### config.mk
export PLATFORM = sky130hd
export DESIGN_NAME = punct_conv_encoder
export DESIGN_NICKNAME = d
export VERILOG_FILES = /design/src/rtl/enc_pkg.sv /design/src/rtl/conv_core.sv /design/src/rtl/punct_conv_encoder.sv
export SDC_FILE = /design/constraint.sdc
export NUM_CORES = 1
export LEC_CHECK = 0
export ABC_AREA = 1
export CAP_MARGIN = 20
export CORE_MARGIN = 2
export CORE_UTILIZATION = 53
export DETAILED_ROUTE_END_ITERATION = 8
export GPL_ROUTABILITY_DRIVEN = 0
export PLACE_DENSITY = 0.8
export SLEW_MARGIN = 20
export SYNTH_ARGS = -nofsm -noshare
export SYNTH_HDL_FRONTEND = slang
export SYNTH_HIERARCHICAL = 1
export SYNTH_SLANG_ARGS = --single-unit
### constraint.sdc
create_clock -name iClk -period 1.77 [get_ports iClk]
set_input_delay 0.177 -clock iClk [delete_from_list [all_inputs] [get_ports iClk]]
set_output_delay 0.177 -clock iClk [all_outputs]
set_load 0.03 [all_outputs]
### src/rtl/enc_pkg.sv
// rtl/enc_pkg.sv - shared constants and helpers for the punctured convolutional encoder
package enc_pkg;

  localparam logic [1:0] RATE_1_2 = 2'b00;
  localparam logic [1:0] RATE_2_3 = 2'b01;
  localparam logic [1:0] RATE_3_4 = 2'b10;

  localparam logic [1:0] ST_IDLE  = 2'd0;
  localparam logic [1:0] ST_EMIT1 = 2'd1;
  localparam logic [1:0] ST_EMIT2 = 2'd2;

  localparam int         K_DEFAULT  = 7;
  localparam logic [6:0] G0_DEFAULT = 7'o133;
  localparam logic [6:0] G1_DEFAULT = 7'o171;

  // The reserved code 11 behaves as unpunctured 1/2.
  function automatic logic [1:0] norm_rate(input logic [1:0] rate);
    return (rate == RATE_2_3 || rate == RATE_3_4) ? rate : RATE_1_2;
  endfunction

  function automatic logic [1:0] last_phase(input logic [1:0] rate);
    case (rate)
      RATE_2_3: return 2'd1;
      RATE_3_4: return 2'd2;
      default:  return 2'd0;
    endcase
  endfunction

endpackage

### src/rtl/conv_core.sv
// rtl/conv_core.sv - shift register and generator XOR trees of the convolutional code
module conv_core
  import enc_pkg::*;
#(
  parameter int         K  = K_DEFAULT,
  parameter logic [K-1:0] G0 = G0_DEFAULT,
  parameter logic [K-1:0] G1 = G1_DEFAULT
) (
  input  logic clk,
  input  logic rst,
  input  logic shift_en,
  input  logic clr,
  input  logic din,
  output logic a,
  output logic b
);

  logic [K-2:0] sr;
  logic [K-1:0] window;

  // sr[K-2] is the most recent previous bit, so the current bit sits on the MSB tap.
  assign window = {din, sr};
  assign a      = ^(window & G0);
  assign b      = ^(window & G1);

  always_ff @(posedge clk or posedge rst) begin
    if (rst) begin
      sr <= '0;
    end else if (clr) begin
      sr <= '0;
    end else if (shift_en) begin
      sr <= {din, sr[K-2:1]};
    end
  end

endmodule

### src/rtl/punct_conv_encoder.sv
// rtl/punct_conv_encoder.sv - rate 1/2, 2/3, 3/4 punctured convolutional encoder with serial output
module punct_conv_encoder
  import enc_pkg::*;
#(
  parameter int           K  = K_DEFAULT,
  parameter logic [K-1:0] G0 = G0_DEFAULT,
  parameter logic [K-1:0] G1 = G1_DEFAULT
) (
  input  logic       iClk,
  input  logic       iRst,
  input  logic       iEN,
  input  logic       iValid,
  input  logic       iData,
  input  logic       iLast,
  input  logic [1:0] iRate,
  output logic       oReady,
  output logic       oData,
  output logic       oValid,
  output logic       oLast
);

  logic [1:0] state;
  logic [1:0] phase;
  logic [1:0] rate_q;
  logic [1:0] cur_rate;
  logic [1:0] phase_nxt;
  logic       data_q;
  logic       pend_b;
  logic       last_q;
  logic       accept;
  logic       bit_a;
  logic       bit_b;

  // EMIT1 also accepts so a single-bit tail overlaps the next load without a bubble.
  assign oReady = !iRst && iEN && (state == ST_IDLE || state == ST_EMIT1);
  assign accept = iEN && iValid && oReady;

  // A fresh rate is taken only at the start of a puncture period.
  assign cur_rate  = (phase == 2'd0) ? norm_rate(iRate) : rate_q;
  assign phase_nxt = (phase == last_phase(cur_rate)) ? 2'd0 : phase + 2'd1;

  conv_core #(
    .K  (K),
    .G0 (G0),
    .G1 (G1)
  ) u_core (
    .clk      (iClk),
    .rst      (iRst),
    .shift_en (accept),
    .clr      (accept && iLast),
    .din      (iData),
    .a        (bit_a),
    .b        (bit_b)
  );

  always_ff @(posedge iClk or posedge iRst) begin
    if (iRst) begin
      state  <= ST_IDLE;
      phase  <= 2'd0;
      rate_q <= RATE_1_2;
      data_q <= 1'b0;
      pend_b <= 1'b0;
      last_q <= 1'b0;
    end else if (iEN) begin
      if (accept) begin
        rate_q <= cur_rate;
        phase  <= iLast ? 2'd0 : phase_nxt;
        last_q <= iLast;
        case (phase)
          2'd0: begin
            data_q <= bit_a;
            pend_b <= bit_b;
            state  <= ST_EMIT2;
          end
          2'd1: begin
            data_q <= bit_a;
            state  <= ST_EMIT1;
          end
          default: begin
            data_q <= bit_b;
            state  <= ST_EMIT1;
          end
        endcase
      end else begin
        case (state)
          ST_EMIT2: begin
            data_q <= pend_b;
            state  <= ST_EMIT1;
          end
          ST_EMIT1: state <= ST_IDLE;
          default:  state <= ST_IDLE;
        endcase
      end
    end
  end

  assign oData  = data_q;
  assign oValid = iEN && (state != ST_IDLE);
  assign oLast  = oValid && (state == ST_EMIT1) && last_q;

endmodule

* Yosys cells after proc, flatten, opt, wreduce, memory -nomap -nowiden
Index checks and enable logic that the tools add are counted.
** Word-level totals
- Logic and storage cells :: 51
- Flip-flop bits (word level) :: 15
- Bits of input ports :: 8
- Output and inout bits :: 4
** Operators by class
- Reduce and logical (&&, ||, !) cells :: 22
- Multiplexer cells :: 13
- $add $sub $neg :: 1
- Equal/unequal tests :: 8
** Operator list (number)
- $reduce_xor 7->1 :: 2
- $mux 2 :: 6
- $mux 6 :: 2
- $eq 2x1->1 const B :: 4
- $logic_and 1x1->1 :: 8
- $eq 2x2->1 const B :: 3
- $reduce_bool 2->1 :: 3
- $logic_not 2->1 :: 2
- $mux 1 :: 4
- $pmux 2 s2 :: 1
- $reduce_and 2->1 :: 2
- $reduce_and 3->1 :: 1
- $add 2x1->2 const B :: 1
- $eq 2x2->1 :: 1
- $logic_or 1x1->1 :: 2
- $reduce_or 2->1 :: 1
- $logic_not 1->1 :: 1

* Longest topological paths before layout
Gate-level depths: netlist of run 1.
- Depth in word-level cells :: 9
- Depth in mapped cells :: 13
- Gate-level depth less buffers :: 13

* Cells and area by module
The synthesis of run 1 kept the hierarchy.
** By module, submodules not included
- punct_conv_encoder :: cells an instance 80, sequential area each 225.2 sq um, area an instance 589.3 sq um, times used 1
- conv_core :: cells an instance 50, sequential area each 150.1 sq um, area an instance 359.1 sq um, times used 1

* Least setup slack after synthesis of run 1
OpenSTA, ideal clock, no wires.
- Path type :: register to output
- Start point :: register state[1]
- End point :: output oLast
- Stages on the path, launching flop included :: 2
- Buffers on the path :: 0
- Setup slack :: 0.181 ns
- Required time :: 1.593 ns
- Arrival time :: 1.412 ns
- Cell sequence :: dfrtp_1 nor4_1
** On the way
- Cells in the longest elaborated chain, start to end :: 4
- Elaborated cells between the ends (all ways) :: 5
- Classes of those cells :: eq/ne: 1; reduce/logical: 4
** Ends and longest elaborated chain
- from (decl) :: RTL line punct_conv_encoder.sv:22 : logic [1:0] state;
- from (signal assigned) :: RTL line punct_conv_encoder.sv:58 : state <= ST_IDLE;
- from (signal assigned) :: RTL line punct_conv_encoder.sv:73 : state <= ST_EMIT2;
- from (signal assigned) :: RTL line punct_conv_encoder.sv:77 : state <= ST_EMIT1;
- $reduce_bool 2->1 :: RTL line punct_conv_encoder.sv:98 : assign oValid = iEN && (state != ST_IDLE);
- $logic_and 1x1->1 :: RTL line punct_conv_encoder.sv:98
- $logic_and 1x1->1 * (2 in a row) :: RTL line punct_conv_encoder.sv:99 : assign oLast = oValid && (state == ST_EMIT1) && last_q;
- to (decl) :: RTL line punct_conv_encoder.sv:19 : output logic oLast
Mark *: on every way between the ends. The rest lies on a longest branch, timed or not.

* Final worst setup path of run 1
- Start point :: register phase[0]
- End point :: register phase[1]
** On the way
- Cells in the longest elaborated chain, start to end :: 7
- Elaborated cells between the ends (all ways) :: 9
- Classes of those cells :: add/sub: 1; eq/ne: 3; mux: 4; reduce/logical: 1
** Ends and longest elaborated chain
- from (decl) :: RTL line punct_conv_encoder.sv:23 : logic [1:0] phase;
- from (signal assigned) :: RTL line punct_conv_encoder.sv:67 : phase <= iLast ? 2'd0 : phase_nxt;
- $logic_not 2->1 :: RTL line punct_conv_encoder.sv:39 : assign cur_rate = (phase == 2'd0) ? norm_rate(iRate) : rate_q;
- $mux 2 :: RTL line punct_conv_encoder.sv:39
- $eq 2x2->1 / $eq 2x1->1 (equally long branches) :: RTL line enc_pkg.sv:22 : case (rate)
- $pmux 2 s2 :: RTL line enc_pkg.sv:22
- $eq 2x2->1 :: RTL line punct_conv_encoder.sv:40 : assign phase_nxt = (phase == last_phase(cur_rate)) ? 2'd0 : phase + 2'd1;
- $mux 2 * :: RTL line punct_conv_encoder.sv:40
- $mux 2 * :: RTL line punct_conv_encoder.sv:67
Marks and branches as above.
A chain may end at the register's enable or synchronous reset.

==> metrics.md, run 1 <==
| Metric | Value |
|---|---|
| Synth Area in Simple Gates | `34.4%` |
| Synth Warn # | `6` |
| Vias | `between 800 and 900` |
| Post-synthesis mux area share | `0%` |
| Worst slack at placement | `approximately 56 ps` |
| Share of cells above drive strength 1 | `15.9%` |
| Antenna diodes | `0` |
| Initial antenna violation count | `0` |
| Worst-Margin Slew | `336 ps` |
| Longest Clk Path Bufs | `2` |
| Routed vias/inst | `4.86` |
| FMAX | `0.615 GHz` |
| Post-synth EDFFs | `0` |
| CP endpoint kind | `flop` |
| Worst reg2reg path depth | `13` |
| Io pins | `12` |
| RSZ-0062 raised after global routing | `no` |
| Crit path required time | `1940 ps` |
| Main combinational cell family by area after synthesis | `simple AND/OR/NAND/NOR gates` |
| First-pass GRT wire length | `2890 um` |
| Post-synthesis xor/xnor area fraction | `1.85%` |
| Adder-Cell Fraction of Synth Area | `2.64%` |
| Outcome | `complete, no violations` |
| Cell area after placement | `1080 um2` |
| CTS Buf Count | `3` |
| Top post-synthesis cells by area | `dfrtp_1 40%, nand2_1 16%, inv_1 7.9%` |
| All-Layer GR Usage | `19.2%` |
| Clk_lat worst skew | `~270 ps` |
| Pins over their slew limit | `0` |
| Antenna-violating nets left | `0` |
| Clk pin slew, worst setup/hold paths | `90 ps` |
| Startpoint class of the critical path | `flop` |
| Die boundary height | `46.3 um` |
| Top cells by count, synth | `41 x nand2_1, 20 x inv_1, 15 x dfrtp_1` |
| Setup Skew | `6.38 ps` |
| WL/cell | `10.5 um` |
| Die Wd | `~46 um` |
| Final worst path period share | `91.8%` |
| Starting Density | `55.5%` |
| TritonRoute pass-1 iters | `4` |
| Number of synthesized register bits | `15` |
| H-tree levels | `1` |
| Largest net degree at the start of global routing | `10` |
| Root buffer cell | `clkbuf_4` |
| Synthesized area per cell | `7.30 um2` |
| Top-count cell post-synth | `nand2_1` |
| Nets | `between 150 and 200` |
| Setup ws final | `145 ps` |
| Peak supply drop | `about 0.69 mV` |
| Min Tclk post-route | `between 1500 and 2000 ps` |
| Post-CTS setup buffer count | `0` |
| Distinct cell type count of the synthesized netlist | `25` |
| Critical path fanouts, max | `5` |
| Post-synthesis compound-gate area fraction | `under 10%` |
| Crit Path Category | `flop to flop` |
| Number of cell rows | `15` |
| Detailed Route WL | `1780 um` |
| Top-area cell type share of the netlist area | `39.6%` |
| I/O Buffers | `11` |
| Setup Viol. Count Final | `0` |
| Number of global-route vias before repair | `about 720` |
| # clock sinks | `15` |
| Post-layout instance area | `1120 um2` |
| Core Area | `around 1700 um2` |
| Post-cts sizing count | `0` |
| Total die area | `2140 um2` |
| Fillcell total | `140` |
| Final routed DRC violation total | `0` |
| P&R area growth vs syn | `17.7%` |
| Max_slew headroom | `roughly 78%` |
| Part of the Yosys area used for sequential elements | `39.6%` |
| Setup TNS | `0 ps` |
| Gr ovfl total | `0` |
| Worst EP arrival | `about 1800 ps` |
| Final Hold Fails | `0` |
| Worst hold path type | `input port to async pin` |
| Syn Nets | `140` |
| Power density over the cells | `1120 nW/um2` |
| Synth Flop Type | `dfrtp_1` |
| DP Wirelength | `1460 um` |
| CTS tree | `built` |
| Synthesized instance count | `130` |
| Leading area contributor after synthesis | `dfrtp_1` |
| Initial DRC Count | `21` |
| Async SR Flop Fraction | `100%` |
| Max cap viols | `0` |
| Synthesized area | `948 um2` |
| Cts hold-fix bufs | `0` |
| Leakage Power | `0.582 nW` |
[power by group]
group          switching (mW)  internal [mW]
clock network          0.0992         0.0871
registers              0.0662          0.434
logic                   0.351          0.210
[placed cells by master (no fill, tap or decap), types with 3 or more instances in the layout]
master            n
o21ai_0           7
nand3_1          11
nand2_1          41
clkdlybuf4s50_1   8
buf_4             4
nand2_2           3
inv_2             6
o22ai_1           6
nor2_1            4
clkbuf_4          3
dfrtp_1          14
inv_1            20
[state kept, by name (all words and copies together), names as in the netlist]
| register | count |
|---|---|
| rate_q | 2 |
| last_q | 1 |
| phase | 2 |
| u_core/sr | 6 |
| oData | 1 |
| pend_b | 1 |
| state | 2 |
[worst paths after layout]
check / to / startpoint / slack [ps]
max: phase[1] / phase[0] / 150
min: u_core/sr[5] / iRst / 240
max reg2reg: phase[1] / phase[0] / 150
min reg2reg: rate_q[0] / rate_q[0] / 500
max in group asynchronous: phase[0] / iRst / 1220
min in group iClk: rate_q[0] / rate_q[0] / 500
[cells by family after synthesis]
logic type	after synthesis
compound gates	16
xor+xnor	2
fa+ha+maj	2
flops	15
simple gates	67
buf+inv	28
[worst max-delay path: stages, from the launching register on]
cell and delay, ps:
dfrtp_2 460, inv_1 100, ha_2 220, inv_2 80, nand2_1 60, nand2_1 90
inv_2 90, nand2_1 60, nand2_1 70, nand2_1 50, inv_1 40, nand2_1 60
nand2_1 70, nand2_1 60
[per-stage QoR]
step	instances	utilization (%)	hold WS (ps)	total power, mW
2_1_floorplan	130	-	-32.0	0.908
6_report	170	65.3	235	1.25
5_1_grt	170	65.3	249	1.36
3_3_place_gp	166	63.4	471	1.03
4_1_cts	170	65.0	236	1.25
3_5_place_dp	166	63.4	474	1.06
[layout make-up]
type                       instances  area [um2]  share of cell area, %
multi-input combinational         87         462                   41.4
inverter                          26        97.6                   8.74
sequential                        15         377                   33.7
clock buffer                       4        26.3                   2.35
tap                               25        31.3                   2.80
timing repair buffer              13         123                   11.0
[layer usage]
metal,vias up,routed length (um),global-route usage [%]
met5,-,0,0
met4,0,25,8.00
met3,4,45,2.35
met2,14,872,32.2
met1,373,834,24.9
li1,435,-,-
Power figures use the tool's default switching activity.
==> run 2: changes to the inputs <==
- CAP_MARGIN: 20 -> 10
==> results of run 2 <==
Final layout, timing and power as in run 1 (identical DEF).
==> edit, RTL diff (settings of run 1) <==
Make the reset (`iRst` and `rst`) synchronous in 2 clocked blocks.
--- a/src/rtl/conv_core.sv
+++ b/src/rtl/conv_core.sv
@@ -23,7 +23,7 @@
   assign a      = ^(window & G0);
   assign b      = ^(window & G1);
 
-  always_ff @(posedge clk or posedge rst) begin
+  always_ff @(posedge clk) begin
     if (rst) begin
       sr <= '0;
     end else if (clr) begin
--- a/src/rtl/punct_conv_encoder.sv
+++ b/src/rtl/punct_conv_encoder.sv
@@ -53,7 +53,7 @@
     .b        (bit_b)
   );
 
-  always_ff @(posedge iClk or posedge iRst) begin
+  always_ff @(posedge iClk) begin
     if (iRst) begin
       state  <= ST_IDLE;
       phase  <= 2'd0;
Formal check against the unedited RTL: differs if iRst is asserted again (counterexample within 4 cycles, from zero or initial values and one cycle with iRst high); with iRst held inactive, the same outputs for 10 cycles.
==> edit against run 1 <==
- critical path type is now input port to output pin
- utilization up 3.0 points
- worst hold slack gained 0.23 ns
- via count is 0.73% higher
- cell area fell by 5.6%
- register-to-register slack gained 0.13 ns
- sequential cell count did not move
- clock skew barely moved
- worst setup slack better by 0.081 ns
- synthesized area fell by 5.3%
- critical path depth is 8 lower
- wire length decreased by 5.3%
- die area down 4.8%
Power is not compared: it rests on default switching activity, and its combinational part moved more than twofold at a synthesized area within 25%.
==> edit: results (changes against run 1) <==
outcome: complete, no violations
syn_nets: 142 (+1.4%)
Hold Crit Class: register to register
Tightest Pin Transition: 0.3405 ns (+0.004250 ns)
Worst EP arrival: 1.37 ns (-0.42 ns)
Final nets: 158 (+1.3%)
first-pass GRT wire length: 2939 µm (+1.7%)
post-synthesis sequential area ratio: 33.43% (-6.2 points)
largest net degree at the start of global routing: 20 (+10)
Worst Path Max Fanout: 4 (-1)
clk_skew: 0.006018 ns (-0.0003613 ns)
Pleak: 0.4710 nW
Max rail drop VDD: 0.4950 mV
Total Wirelength: 1683 µm (-5.3%)
cts bufs inserted: 3 (unchanged)
Biggest register: u_core/sr
DP Wirelength: 1330 µm (-9.2%)
initial antenna violation count: 0 (unchanged)
DR pass1 iterations: 4 (unchanged)
commonest cells in the netlist: nand2_1 (39), inv_1 (18), dfxtp_1 (15), a21oi_1 (9), nor2_1 (9)
Resize count post-CTS: 0 (unchanged)
drt via density: 5.104 (+5.1%)
reg2reg setup slack: 0.28 ns (+0.13 ns)
number of I/O port buffers: 11 (unchanged)
1st-iter DRT viols: 20 (-4.8%)
CTS clk-pin slew, worst paths: 0.09 ns (about the same)
clk buf depth: 2 (unchanged)
share of layout cells above drive strength 1: 17.69% (+1.8 points)
asr flop ratio synth: 0% (-100 points)
H-tree Lvls: 1 (unchanged)
Cell variety after synth: 26 (+4.0%)
later-pin clock latency in the skew report: 0.29 ns (+0.02 ns)
Total Routing Usage GR: 20.41% (+1.2 points)
top post-synthesis cells by area: dfxtp_1 (33%), nand2_1 (16%), inv_1 (7.5%)
vias in the first global route: 726 (+0.41%)
edit: cell families (layout without fill, tap and decap cells):
family | count (synthesis) | count (layout) | share of synthesized area (%)
AO/OA/AOI/OAI | 25 | 25 | 19.36
XOR/XNOR | 1 | 1 | 0.9751
adder cells (fa/ha/maj) | 2 | 2 | 2.785
buffers and inverters | 27 | 42 | 12.81
flip-flops | 15 | 15 | 33.43
AND/OR/NAND/NOR | 62 | 62 | 30.64
edit: final timing paths:
| path | start | endpoint | cells past startpoint |
|---|---|---|---|
| setup / recovery | iEN | oLast | 5 |
| hold / removal | last_q | last_q | 2 |
| setup reg to reg | phase[0] | phase[1] | 13 |
| hold reg to reg | last_q | last_q | 2 |
edit: cell type report:
cell class / count / area, µm²
Fill cell: 152 / 488.0
Multi-Input combinational cell: 90 / 483.0
Sequential cell: 15 / 301.5
Timing Repair Buffer: 13 / 122.6
Inverter: 25 / 96.34
Clock buffer: 3 / 22.52
Tap cell: 16 / 20.02
Clock inverter: 1 / 7.507
edit: metal layers:
layer  track usage, %  up-vias  share of wire [%]
met5                0        -                  0
met4            12.35        0                2.6
met3            3.600        4                3.0
met2            35.43       10                 49
met1            22.96      364                 46
li1                 -      454                  -
edit: critical path, stage by stage:
cell and delay (ns):
clkdlybuf4s50_1 0.49, inv_1 0.06, buf_4 0.14, nor4_1 0.28
buf_4 0.21
edit: through the flow:
step                hold WS, ns  instances  setup WS (ns)  instance area [µm²]
global placement         0.4516        159        0.09651                 1020
floorplan                0.2461        132         0.2750                898.4
finish                   0.4605        163         0.2263                 1054
detailed placement       0.4507        159        0.05322                 1020
global route             0.4866        163        0.04847                 1054
CTS                      0.4638        163        0.03655                 1050
edit: where the power goes:
part | internal, mW | switching (mW) | leakage, nW
Sequential | 0.351 | 0.00919 | 0.123
Combinational | 0.0567 | 0.0814 | 0.334
Clock | 0.0859 | 0.118 | 0.0139
Total | 0.494 | 0.209 | 0.471
